<file path="src/rtl/mod_sequencer_if.sv">
// Request/response handshake plus RAM8 port bundle for mod_sequencer.
// The slave modport is the sequencer; the master modport is its environment (requester and RAM).
interface mod_sequencer_if;
  logic        start;
  logic [15:0] x;
  logic [15:0] y;
  logic        busy;
  logic        done;
  logic [15:0] rem;
  logic [15:0] quo;
  logic        div_zero;
  logic        ram_e;
  logic        ram_w;
  logic        ram_r;
  logic [2:0]  ram_addr;
  logic [15:0] ram_din;
  logic [15:0] ram_dout;

  modport slave (
    input  start, x, y, ram_dout,
    output busy, done, rem, quo, div_zero, ram_e, ram_w, ram_r, ram_addr, ram_din
  );

  modport master (
    output start, x, y, ram_dout,
    input  busy, done, rem, quo, div_zero, ram_e, ram_w, ram_r, ram_addr, ram_din
  );
endinterface

</file>
<file path="src/rtl/mod_sequencer.sv">
// Sequences a RAM8 register file to compute x mod y (and x / y) by repeated subtraction.
// Define MODSEQ_QUOT_EN to store the quotient at QUO_ADDR and drive it on quo.
module mod_sequencer #(
  parameter logic [2:0] X_ADDR   = 3'd0,
  parameter logic [2:0] Y_ADDR   = 3'd1,
  parameter logic [2:0] REM_ADDR = 3'd2,
  parameter logic [2:0] QUO_ADDR = 3'd3
) (
  input  logic            clk,
  input  logic            re_n,
  mod_sequencer_if.slave  bus
);

  localparam logic [3:0] ST_IDLE = 4'd0;
  localparam logic [3:0] ST_WR_X = 4'd1;
  localparam logic [3:0] ST_WR_Y = 4'd2;
  localparam logic [3:0] ST_RD_X = 4'd3;
  localparam logic [3:0] ST_RD_Y = 4'd4;
  localparam logic [3:0] ST_SUB  = 4'd5;
  localparam logic [3:0] ST_WR_R = 4'd6;
  localparam logic [3:0] ST_WR_Q = 4'd7;
  localparam logic [3:0] ST_DONE = 4'd8;

  logic [3:0]  state;
  logic [15:0] x_q;
  logic [15:0] y_q;
  logic [15:0] a;
  logic [15:0] b;
  logic [15:0] quo_q;
  logic [15:0] rem_q;
  logic        div_zero_q;

  logic        ram_e;
  logic        ram_w;
  logic        ram_r;
  logic [2:0]  ram_addr;
  logic [15:0] ram_din;

  // NOTE: sequential state uses non-blocking assignments so every register samples pre-edge values.
  always_ff @(posedge clk or negedge re_n) begin
    if (!re_n) begin
      state      <= ST_IDLE;
      x_q        <= '0;
      y_q        <= '0;
      a          <= '0;
      b          <= '0;
      quo_q      <= '0;
      rem_q      <= '0;
      div_zero_q <= 1'b0;
    end else begin
      case (state)
        ST_IDLE: begin
          if (bus.start) begin
            x_q        <= bus.x;
            y_q        <= bus.y;
            quo_q      <= '0;
            rem_q      <= '0;
            div_zero_q <= 1'b0;
            state      <= ST_WR_X;
          end
        end
        ST_WR_X: state <= ST_WR_Y;
        ST_WR_Y: state <= ST_RD_X;
        ST_RD_X: begin
          a     <= bus.ram_dout;
          state <= ST_RD_Y;
        end
        ST_RD_Y: begin
          b <= bus.ram_dout;
          if (bus.ram_dout == 16'd0) begin
            div_zero_q <= 1'b1;
            a          <= x_q;
            quo_q      <= 16'hFFFF;
            state      <= ST_WR_R;
          end else begin
            state <= ST_SUB;
          end
        end
        ST_SUB: begin
          // Non-strict compare: a == b takes one more step, leaving remainder 0.
          if (a >= b) begin
            a     <= a - b;
            quo_q <= quo_q + 16'd1;
          end else begin
            state <= ST_WR_R;
          end
        end
        ST_WR_R: begin
          rem_q <= a;
`ifdef MODSEQ_QUOT_EN
          state <= ST_WR_Q;
`else
          state <= ST_DONE;
`endif
        end
        ST_WR_Q: state <= ST_DONE;
        ST_DONE: state <= ST_IDLE;
        default: state <= ST_IDLE;
      endcase
    end
  end

  // RAM strobes decode from registered state only, so ram_w cannot glitch and drops with reset.
  // NOTE: every output gets a default before the case so no latch is inferred.
  always_comb begin
    ram_e    = 1'b0;
    ram_w    = 1'b0;
    ram_r    = 1'b0;
    ram_addr = 3'd0;
    ram_din  = 16'd0;
    case (state)
      ST_WR_X: begin
        ram_e    = 1'b1;
        ram_w    = 1'b1;
        ram_addr = X_ADDR;
        ram_din  = x_q;
      end
      ST_WR_Y: begin
        ram_e    = 1'b1;
        ram_w    = 1'b1;
        ram_addr = Y_ADDR;
        ram_din  = y_q;
      end
      ST_RD_X: begin
        ram_e    = 1'b1;
        ram_r    = 1'b1;
        ram_addr = X_ADDR;
      end
      ST_RD_Y: begin
        ram_e    = 1'b1;
        ram_r    = 1'b1;
        ram_addr = Y_ADDR;
      end
      ST_WR_R: begin
        ram_e    = 1'b1;
        ram_w    = 1'b1;
        ram_addr = REM_ADDR;
        ram_din  = a;
      end
      ST_WR_Q: begin
        ram_e    = 1'b1;
        ram_w    = 1'b1;
        ram_addr = QUO_ADDR;
        ram_din  = quo_q;
      end
      default: ;
    endcase
  end

  assign bus.ram_e    = ram_e;
  assign bus.ram_w    = ram_w;
  assign bus.ram_r    = ram_r;
  assign bus.ram_addr = ram_addr;
  assign bus.ram_din  = ram_din;

  assign bus.busy     = (state != ST_IDLE);
  assign bus.done     = (state == ST_DONE);
  assign bus.rem      = rem_q;
  assign bus.div_zero = div_zero_q;
`ifdef MODSEQ_QUOT_EN
  assign bus.quo      = quo_q;
`else
  assign bus.quo      = div_zero_q ? 16'hFFFF : 16'd0;
`endif

endmodule

</file>
<file path="src/flat_wrapper.sv">
// flat-port wrapper written by rule: the top's interface ports become plain ports
module mod_sequencer_flat 
#(
  parameter logic [2:0] X_ADDR   = 3'd0,
  parameter logic [2:0] Y_ADDR   = 3'd1,
  parameter logic [2:0] REM_ADDR = 3'd2,
  parameter logic [2:0] QUO_ADDR = 3'd3
)
  (clk, re_n, bus_start, bus_x, bus_y, bus_ram_dout, bus_busy, bus_done, bus_rem, bus_quo, bus_div_zero, bus_ram_e, bus_ram_w, bus_ram_r, bus_ram_addr, bus_ram_din);
  mod_sequencer_if bus_i ();
  input  logic clk;
  input  logic re_n;
  input wire logic [$bits(bus_i.start)-1:0] bus_start;
  input wire logic [$bits(bus_i.x)-1:0] bus_x;
  input wire logic [$bits(bus_i.y)-1:0] bus_y;
  input wire logic [$bits(bus_i.ram_dout)-1:0] bus_ram_dout;
  output wire logic [$bits(bus_i.busy)-1:0] bus_busy;
  output wire logic [$bits(bus_i.done)-1:0] bus_done;
  output wire logic [$bits(bus_i.rem)-1:0] bus_rem;
  output wire logic [$bits(bus_i.quo)-1:0] bus_quo;
  output wire logic [$bits(bus_i.div_zero)-1:0] bus_div_zero;
  output wire logic [$bits(bus_i.ram_e)-1:0] bus_ram_e;
  output wire logic [$bits(bus_i.ram_w)-1:0] bus_ram_w;
  output wire logic [$bits(bus_i.ram_r)-1:0] bus_ram_r;
  output wire logic [$bits(bus_i.ram_addr)-1:0] bus_ram_addr;
  output wire logic [$bits(bus_i.ram_din)-1:0] bus_ram_din;
  assign bus_i.start = bus_start;
  assign bus_i.x = bus_x;
  assign bus_i.y = bus_y;
  assign bus_i.ram_dout = bus_ram_dout;
  assign bus_busy = bus_i.busy;
  assign bus_done = bus_i.done;
  assign bus_rem = bus_i.rem;
  assign bus_quo = bus_i.quo;
  assign bus_div_zero = bus_i.div_zero;
  assign bus_ram_e = bus_i.ram_e;
  assign bus_ram_w = bus_i.ram_w;
  assign bus_ram_r = bus_i.ram_r;
  assign bus_ram_addr = bus_i.ram_addr;
  assign bus_ram_din = bus_i.ram_din;
  mod_sequencer #(.X_ADDR(X_ADDR), .Y_ADDR(Y_ADDR), .REM_ADDR(REM_ADDR), .QUO_ADDR(QUO_ADDR)) u_core (.clk(clk), .re_n(re_n), .bus(bus_i));
endmodule
</file>
<file path="config.mk">
export PLATFORM = sky130hd
export DESIGN_NAME = mod_sequencer_flat
export DESIGN_NICKNAME = d
export VERILOG_FILES = /design/src/rtl/mod_sequencer_if.sv /design/src/rtl/mod_sequencer.sv /design/src/flat_wrapper.sv
export SDC_FILE = /design/constraint.sdc
export NUM_CORES = 1
export LEC_CHECK = 0
export BUFFER_PORTS_ARGS = -buffer_cell sky130_fd_sc_hd__clkbuf_2
export CORE_MARGIN = 10
export CORE_UTILIZATION = 28
export CTS_CLUSTER_DIAMETER = 50
export DETAILED_ROUTE_END_ITERATION = 8
export PLACE_DENSITY = 0.44
export SLEW_MARGIN = 15
export SYNTH_ARGS = -nofsm -noshare
export SYNTH_HDL_FRONTEND = slang
export SYNTH_SLANG_ARGS = --single-unit
</file>
<file path="constraint.sdc">
create_clock -name clk -period 7.14 [get_ports clk]
set_input_delay 0.357 -clock clk [delete_from_list [all_inputs] [get_ports clk]]
set_output_delay 0.357 -clock clk [all_outputs]
set_load 0.005 [all_outputs]
</file>
==> results of run 1 <==
==> flip-flops by register name (all words and copies together) (netlist names) <==
register / cells
u_core.a: 16
u_core.b: 16
u_core.bus.rem: 16
u_core.quo_q: 16
u_core.x_q: 16
u_core.y_q: 16
u_core.state: 4
u_core.bus.div_zero: 1
==> cell type report <==
type	count	area, sq um	area share [%]
sequential	101	2527	36.53
inverter	24	90.09	1.302
tap	275	344.1	4.973
clock inverter	5	81.33	1.175
timing repair buffer	114	613.1	8.861
clock buffer	11	252.7	3.653
multi-input combinational	425	3010	43.51
==> routing by layer <==
| layer | share of wire (%) | routed length, um | global-route usage (%) | vias to the layer above |
|---|---|---|---|---|
| li1 | - | - | - | 2329 |
| met1 | 45 | 8716 | 18.60 | 2401 |
| met2 | 44 | 8521 | 21.38 | 201 |
| met3 | 7.9 | 1512 | 3.768 | 26 |
| met4 | 2.4 | 463 | 4.868 | 0 |
| met5 | 0 | 0 | 0 | - |
==> stage by stage <==
stage / hold WS (ps) / instance area, sq um / total power (W) / instances
finish: -7.351 / 6919 / 0.003562 / 955
floorplan: 61.41 / 5932 / 0.002437 / 603
global placement: 394.0 / 6558 / 0.002989 / 938
detailed placement: 395.7 / 6558 / 0.003001 / 938
global route: 33.82 / 6919 / 0.003867 / 955
CTS: 11.84 / 6892 / 0.003574 / 954
==> cells by family after synthesis <==
group | after synthesis
xor gates and xnor gates | 17
other | 1
AOI/OAI and AO/OA | 198
DFF | 101
buffers and inverters | 77
adders and majority gates | 18
and+or+nand+nor | 141
muxes | 50
==> report_power, final <==
| group | leakage (nW) | internal [W] | switching (W) |
|---|---|---|---|
| Combinational | 1.73 | 0.000804 | 0.00109 |
| Sequential | 1.27 | 0.000825 | 0.000288 |
| Clock | 0.162 | 0.000327 | 0.000229 |
==> cell usage in the layout (no fill, tap or decap), types with 7 or more instances in the layout <==
master     instances
mux2_2            32
buf_4              8
xor2_1            11
nand2b_1           8
clkbuf_16          9
a22oi_1           17
o21ai_2           22
nor2_1            41
o21ai_1           10
nand2_1           52
clkbuf_2         105
a222oi_1          13
mux2i_1           18
ha_1              17
a21oi_1           27
dfrtp_1          101
inv_1             24
a22o_1            16
a31oi_1            7
o21ai_0           50
==> how the worst max path moves through the flow <==
| stage | from | end | slack, ps |
|---|---|---|---|
| 2_1_floorplan | u_core.a[0] | u_core.a[14] | 4850 |
| 5_1_grt | u_core.state[2] | u_core.bus.rem[2] | 3930 |
| 3_5_place_dp | u_core.state[1] | u_core.quo_q[15] | 4100 |
| 6_report | u_core.state[2] | u_core.bus.rem[3] | 4170 |
| 4_1_cts | u_core.state[1] | u_core.quo_q[15] | 4100 |
| 3_3_place_gp | u_core.state[1] | u_core.quo_q[2] | 4190 |
==> results.yml, run 1 <==
outcome:
  outcome: "finished with violations"
  failed_checks: "negative hold slack"
worst_setup_path:
  reg2reg_depth: 5
  r2r-end: "u_core.bus.rem[3]"
  crit_cells: 5
  cp.arrival_ps: 3210
  required_ps: 7380
  cp_slowest_cell: "nor2_2"
  critical_path.startpoint_type: "flip-flop"
  r2r_slack_ps: 4170
  path_cells: "nor2b_1 > nand2_1 > nor2_2 > a31oi_2 > a22o_1"
  r2r-start: "u_core.state[2]"
  crit_type: "reg -> reg"
  worst_setup_path_end_kind: "flip-flop"
  critPathTopFamily: "simple AND/OR/NAND/NOR gates"
  cp_num_buf_inv: 0
  cp_max_fo: 19
  cpPeakStageDelay_ps: 840
logic_synthesis:
  synth_fa_ha_area_share_pct: 3.923
  yosysWarnings: 0
  synth_top_area_share_pct: 42.61
  synth_async_sr_flop_share_pct: 100.0
  synth_area_per_cell_sq_um: 9.837
  synth_edf_count: 0
  ys_ff_latch: 101
  syn_area_sq_um: 5932
  synth_top_cells_by_count: "dfrtp_1, nand2_1, o21ai_0"
  yosysUniqueCellTypes: 59
  synth_compound_area_share_pct: 23.50
  yosys.area_share.xor_xnor_pct: 2.510
  synth_area_leaders: "dfrtp_1, mux2_2, o21ai_0, ha_1, nand2_1"
  syn_nets: 672
  yosys.area.top_type: "dfrtp_1"
  yosysMostFrequentCell: "dfrtp_1"
  synth_cells: 603
  synthSimpleGateAreaFrac_pct: 11.35
  synth_ff_type: "dfrtp_1"
  synth_top_family_by_area: "compound AO/OA/AOI/OAI gates"
  yosysSeqAreaShare_pct: 42.61
  synthMuxAreaShare_pct: 9.112
floorplanning:
  dieWidth_um: 165.6
  die-area_sq_um: 27410
  core_area_sq_um: 20960
  start_util_pct: 28.31
  rows: 53
  pin_count: 108
  fp.dieH_um: 165.6
power_and_ir_drop:
  power_leakage_nw: 3.163
  p_per_area_nw_per_um2: 514.9
  ir_worst_vdd_uv: 148.6
clocking:
  cts-resized-gates: 0
  clockBufferDepth: 2
  cts_root_buf: "clkbuf_16"
  clk_latency_ps: 360
  tritoncts: "done"
  cts_num_sinks: 101
  clk_pin_slew_ps: 70
  cts_htree_levels: 3
  postCtsSetupBuffers: 0
  cts_buffers: 9
  cts_hold_buf: 0
detailed_routing:
  drc: 0
  drtIter0Drc: 417
  totalWireLength_mm: 19.21
  via_per_inst: 5.191
  drt_pass1_iterations: 6
  ant_nets: 0
  post_drt_wl_per_cell_um: 20.12
  dr_total_vias: 4957
place:
  hpwl_mm: 14.32
  dp_worst_setup_slack_ps: 4103
  port_buffers: 106
  gp_congestion: 0.8797
timing:
  timing.fmax_ghz: 0.3368
  hold_ws_ps: -7.351
  fin_crit_ps: 2969
  finalSetupTns_ps: 0
  rsz0062_at_grt: "no"
  setup_violations: 0
  slew_headroom_pct: 24.37
  slew_violations: 0
  hold_viol_final: 5
  period_share_pct: 41.58
  final.setup_skew_ps: 10.74
  finalWorstSetupSlack_ps: 4171
  worstMarginPinSlew_ps: 1133
global_route:
  grt_pass1_vias: 4921
  grt_pass1_wl_mm: 29.37
  grt-ovfl-total: 0
  track_usage_pct: 13.98
  grt_max_degree: 60
  antenna_found_initial: 0
layout:
  fillCellCount: 2207
  antenna_cells: 0
  drive_gt1_share_pct: 30.15
  final_nets: 744
  layout-area-overhead-vs-synth_pct: 16.64
  final_util_pct: 33.02
min_path:
  hold_class: "in -> async"
flow_run:
  drv_cap: 0
No activity file was read; power rests on OpenSTA's default activity.
==> inputs of run 2 (changes only) <==
--- a/config.mk
+++ b/config.mk
@@ -10,7 +10,7 @@
 export CORE_UTILIZATION = 28
 export CTS_CLUSTER_DIAMETER = 50
 export DETAILED_ROUTE_END_ITERATION = 8
-export PLACE_DENSITY = 0.44
+export PLACE_DENSITY = 0.45
 export SLEW_MARGIN = 15
 export SYNTH_ARGS = -nofsm -noshare
 export SYNTH_HDL_FRONTEND = slang
==> constraint.sdc (replaced) <==
create_clock -name clk -period 2.4 [get_ports clk]
set_input_delay 0.12 -clock clk [delete_from_list [all_inputs] [get_ports clk]]
set_output_delay 0.12 -clock clk [all_outputs]
set_load 0.005 [all_outputs]
==> results.yml, run 2 (synthesized netlist as in run 1, its figures left out) <==
layout:
  multi_input_area_sq_um: 3163
  final_util_pct: 36.90
  layout.cells.non_filler: 1029
  layout-area-overhead-vs-synth_pct: 30.35
  final_common_cell: "clkbuf_2"
  final_nets: 818
  drive_gt1_share_pct: 34.35
  antenna_cells: 0
  final_cell_mix: "clkbuf_2, dfrtp_1, nand2_1"
  fillCellCount: 2156
  regArea_sq_um: 2527
worst_setup_path:
  path_cells: "ha_4 > fa_2 > nand2b_4 > a21oi_4 > buf_6 > o211ai_1 > nand3_2 > o21ai_4 > buf_4 > buf_12 > a21oi_4 > o22ai_2"
  critical_path.startpoint_type: "flip-flop"
  cp_max_fo: 9
  cp_num_buf_inv: 3
  cp_slowest_cell: "dfrtp_1"
  cpPeakStageDelay_ps: 420
  critPathTopFamily: "adder cells"
  crit_type: "reg -> reg"
  required_ps: 2620
  crit_path_frequent_cell: "a21oi_4"
  worst_setup_path_end_kind: "flip-flop"
  cp.arrival_ps: 2540
place:
  hpwl_mm: 14.69
  gp_congestion: 0.8642
  dp_worst_setup_slack_ps: -70.61
  port_buffers: 106
  place_inst: 974
timing:
  fin_crit_ps: 2320
  hold_viol_final: 0
  slew_headroom_pct: 54.14
  period_share_pct: 96.66
  timing.fmax_ghz: 0.4311
  slew_violations: 0
  finalWorstSetupSlack_ps: 80.28
  worstMarginPinSlew_ps: 687.8
  final.setup_skew_ps: 16.68
  rsz0062_at_grt: "yes"
  setup_violations: 0
detailed_routing:
  drtIter0Drc: 321
  drc: 0
  dr_total_vias: 5157
  ant_nets: 0
  totalWireLength_mm: 20.07
  post_drt_wl_per_cell_um: 19.51
  drt_pass1_iterations: 5
  via_per_inst: 5.012
global_route:
  grtUsageMet3_pct: 3.148
  grt_use_met2_pct: 22.14
  grt_pass1_wl_mm: 30.49
  grt_max_degree: 68
  grt_pass1_vias: 5237
  use_met1_pct: 19.96
  gr-max-usage-layer: "met2"
  grt-ovfl-total: 0
  antenna_found_initial: 0
  track_usage_pct: 14.30
power_and_ir_drop:
  finalPower_w: 0.01160
  ir_worst_vdd_uv: 453.5
  p_per_area_nw_per_um2: 1500
  power_leakage_nw: 3.523
floorplanning:
  fp.dieH_um: 165.6
  dieWidth_um: 165.6
  start_util_pct: 28.31
  core_area_sq_um: 20960
  rows: 53
  die-area_sq_um: 27410
  pin_count: 108
clocking:
  clockBufferDepth: 2
  cts_root_buf: "clkbuf_16"
  tritoncts: "done"
  cts_num_sinks: 101
  clk_latency_ps: 360
  cts_htree_levels: 3
  cts_buffers: 9
  clk_pin_slew_ps: 70
min_path:
  hold_class: "in -> reg"
outcome:
  outcome: "finished clean"
flow_run:
  drv_cap: 0
[run 2: changes by cell type in the layout (fill, tap and decap cells not counted), sizes merged]
| cell | before | now |
|---|---|---|
| buf | 9 | 52 |
| clkbuf | 116 | 120 |
| bufinv | 2 | 1 |
| inv | 25 | 24 |
| dlygate4sd3 | 0 | 29 |
[run 2: through the flow]
stage               setup TNS [ps]  cell area [sq um]  hold WS (ps)
floorplan                        0               5932        -175.6
global placement                 0               6875         130.6
detailed placement          -70.61               6875         133.4
CTS                              0               7488         1.058
global route                -103.9               7732         7.770
finish                           0               7732         9.456
[run 2: path summary, 6_finish.rpt]
path                                         start            endpoint  slack (ps)  depth (start not counted)
worst max-delay path                   u_core.b[0]     u_core.quo_q[3]          80                         12
worst min-delay path                      bus_x[0]       u_core.x_q[0]           9                          2
worst max register to register         u_core.b[0]     u_core.quo_q[3]          80                         12
worst min register to register  u_core.bus.rem[14]  u_core.bus.rem[14]         500                          1
max in group asynchronous                     re_n         u_core.a[9]        1350                          3
min in group asynchronous                     re_n         u_core.b[3]         290                          2
[run 2: layout make-up]
class                      count  area share, %
tap                          275          4.450
multi-input combinational    425          40.91
timing repair buffer         188          17.09
inverter                      24          1.165
sequential                   101          32.69
clock inverter                 3         0.5987
clock buffer                  13          3.107
[run 2: repair_timing]
action	CTS	global route
endpoints found under the setup margin	1	33
cloned	0	3
pin swaps	4	20
resized for setup	5	29
hold buffers	29	0
setup buffers	2	5
hold endpoints to repair	62	0
[run 2: power breakdown]
part           switching (W)  internal [W]
registers           0.000701       0.00246
clock network       0.000666      0.000814
logic                0.00377       0.00319
[run 2: metal layers]
layer / part of all wire [%] / up-vias
li1: - / 2470
met1: 48 / 2541
met2: 45 / 135
met4: 0.84 / 0
met3: 6.0 / 11
met5: 0 / -
==> inputs of run 3 (changes only) <==
--- a/config.mk
+++ b/config.mk
@@ -11,6 +11,7 @@
 export CTS_CLUSTER_DIAMETER = 50
 export DETAILED_ROUTE_END_ITERATION = 8
 export PLACE_DENSITY = 0.45
+export RECOVER_POWER = 100
 export SLEW_MARGIN = 15
 export SYNTH_ARGS = -nofsm -noshare
 export SYNTH_HDL_FRONTEND = slang
==> constraint.sdc (replaced) <==
create_clock -name clk -period 2.4 [get_ports clk]
set_input_delay 0.12 -clock clk [delete_from_list [all_inputs] [get_ports clk]]
set_output_delay 0.12 -clock clk [all_outputs]
set_load 0.02 [all_outputs]
==> results.yml, run 3 (synthesized netlist as in run 1, its figures left out) <==
floorplanning:
  dieWidth_um: 165.6
  fp.dieH_um: 165.6
  start_util_pct: 28.31
  die-area_sq_um: 27410
  pin_count: 108
  rows: 53
  core_area_sq_um: 20960
timing:
  setup_violations: 0
  worstMarginPinSlew_ps: 1334
  final.setup_skew_ps: 8.190
  slew_violations: 0
  hold_ws_ps: 4.388
  rsz0062_at_grt: "yes"
  slew_headroom_pct: 11.05
  hold_viol_final: 0
  timing.fmax_ghz: 0.4175
  fin_crit_ps: 2395
  period_share_pct: 99.79
outcome:
  outcome: "finished clean"
power_and_ir_drop:
  p_int_w: 0.006501
  clock_power_share_pct: 13.7
  p_per_area_nw_per_um2: 1589
  comb_power_share_pct: 60.7
  p_sw_share_pct: 46.78
  p_sw_w: 0.005714
  ir_worst_vdd_uv: 552.4
  power_leakage_nw: 3.412
  power.share.sequential_pct: 25.6
place:
  gp_congestion: 0.8725
  port_buffers: 106
  place_area_sq_um: 6875
  hpwl_mm: 14.69
detailed_routing:
  drt_pass1_iterations: 5
  drc: 0
  ant_nets: 0
  drtIter0Drc: 364
  dr_total_vias: 5232
  totalWireLength_mm: 20.33
  via_per_inst: 5.085
  post_drt_wl_per_cell_um: 19.76
global_route:
  grt_max_degree: 53
  grt-ovfl-total: 0
  track_usage_pct: 14.20
  grt_pass1_wl_mm: 29.90
  grt_pass1_vias: 5111
  antenna_found_initial: 0
layout:
  drive_gt1_share_pct: 29.44
  fillCellCount: 2187
  antenna_cells: 0
  final_nets: 818
  final_util_pct: 36.68
  final_cell_mix: "dfrtp_1, clkbuf_2, nand2_1"
  final_common_cell: "dfrtp_1"
  fin_area_sq_um: 7686
  layout-area-overhead-vs-synth_pct: 29.57
clocking:
  cts_root_buf: "clkbuf_16"
  cts_buffers: 9
  tritoncts: "done"
  clk_pin_slew_ps: 70
  cts_htree_levels: 3
  clockBufferDepth: 2
  cts_num_sinks: 101
  clk_latency_ps: 360
worst_setup_path:
  crit_start: "u_core.b[0]"
  cp_max_fo: 3
  r2r-start: "u_core.b[0]"
  required_ps: 2640
  critical_path.startpoint_type: "flip-flop"
  crit_type: "reg -> reg"
  cp.arrival_ps: 2640
  worst_setup_path_end_kind: "flip-flop"
flow_run:
  drv_cap: 0
min_path:
  hold_start: "bus_y[0]"
  hold_class: "in -> reg"
-- run 3: cell types whose count changed in the layout (fill, tap and decap cells not counted), sizes merged --
| cell | change |
|---|---|
| clkbuf | +5 |
| dlygate4sd3 | +3 |
| clkinv | -1 |
| clkinvlp | +1 |
| inv | +2 |
| buf | -11 |
| bufinv | +1 |
-- run 3: final timing paths --
kind | endpoint | slack [ps] | cells after the start
setup reg to reg | u_core.a[14] | 5 | 9
max in group asynchronous | u_core.b[15] | 470 | 3
min in group asynchronous | u_core.y_q[2] | 600 | 2
setup / recovery | u_core.a[14] | 5 | 9
hold / removal | u_core.y_q[0] | 4 | 2
hold reg to reg | u_core.bus.rem[0] | 500 | 1
-- run 3: stage by stage --
stage          instances  power [W]  worst slack [ps]  setup TNS [ps]
2_1_floorplan        603   0.007773             112.0               0
3_3_place_gp         974   0.009914             38.93               0
3_5_place_dp         974   0.009980            -41.33          -41.33
4_1_cts             1021    0.01175             1.098               0
5_1_grt             1029    0.01311            -144.4          -880.4
6_report            1029    0.01221             5.062               0
-- run 3: power by group through the flow --
stage,logic (W),registers [W],clock network [W]
CTS,0.00691,0.00312,0.00171
detailed placement,0.00683,0.00315,0
finish,0.00741,0.00313,0.00168
global route,0.00810,0.00323,0.00178
floorplan,0.00477,0.00300,0
global placement,0.00679,0.00312,0
-- run 3: per-layer routing --
layer	up-vias	track usage [%]	routed length, um
met5	-	0	0
met3	14	3.173	1227
li1	2474	-	-
met1	2593	19.85	9638
met2	151	21.60	9197
met4	0	3.671	266
-- run 3: worst max-delay path, cell delays in order (launching register included) --
cell	delay (ps)
dfrtp_1	410
ha_4	170
fa_2	340
nand2b_4	150
a21oi_4	220
a21boi_2	100
o41ai_2	360
xor2_1	110
a222oi_1	300
mux2i_1	110
-- run 3: timing repair --
item,in CTS,in global routing
hold buffers,31,1
resized for setup,1,28
setup buffers,0,2
gates cloned,0,5
endpoints found under the hold margin,77,1
setup endpoints to repair,1,42
pin swaps,0,14
-- run 3: layout make-up --
cell class	count	area [sq um]	area share, %
clock buffer	10	239.0	3.109
clock inverter	6	92.59	1.205
inverter	24	90.09	1.172
multi-input combinational	425	3107	40.42
sequential	101	2529	32.90
tap	275	344.1	4.477
timing repair buffer	188	1285	16.72
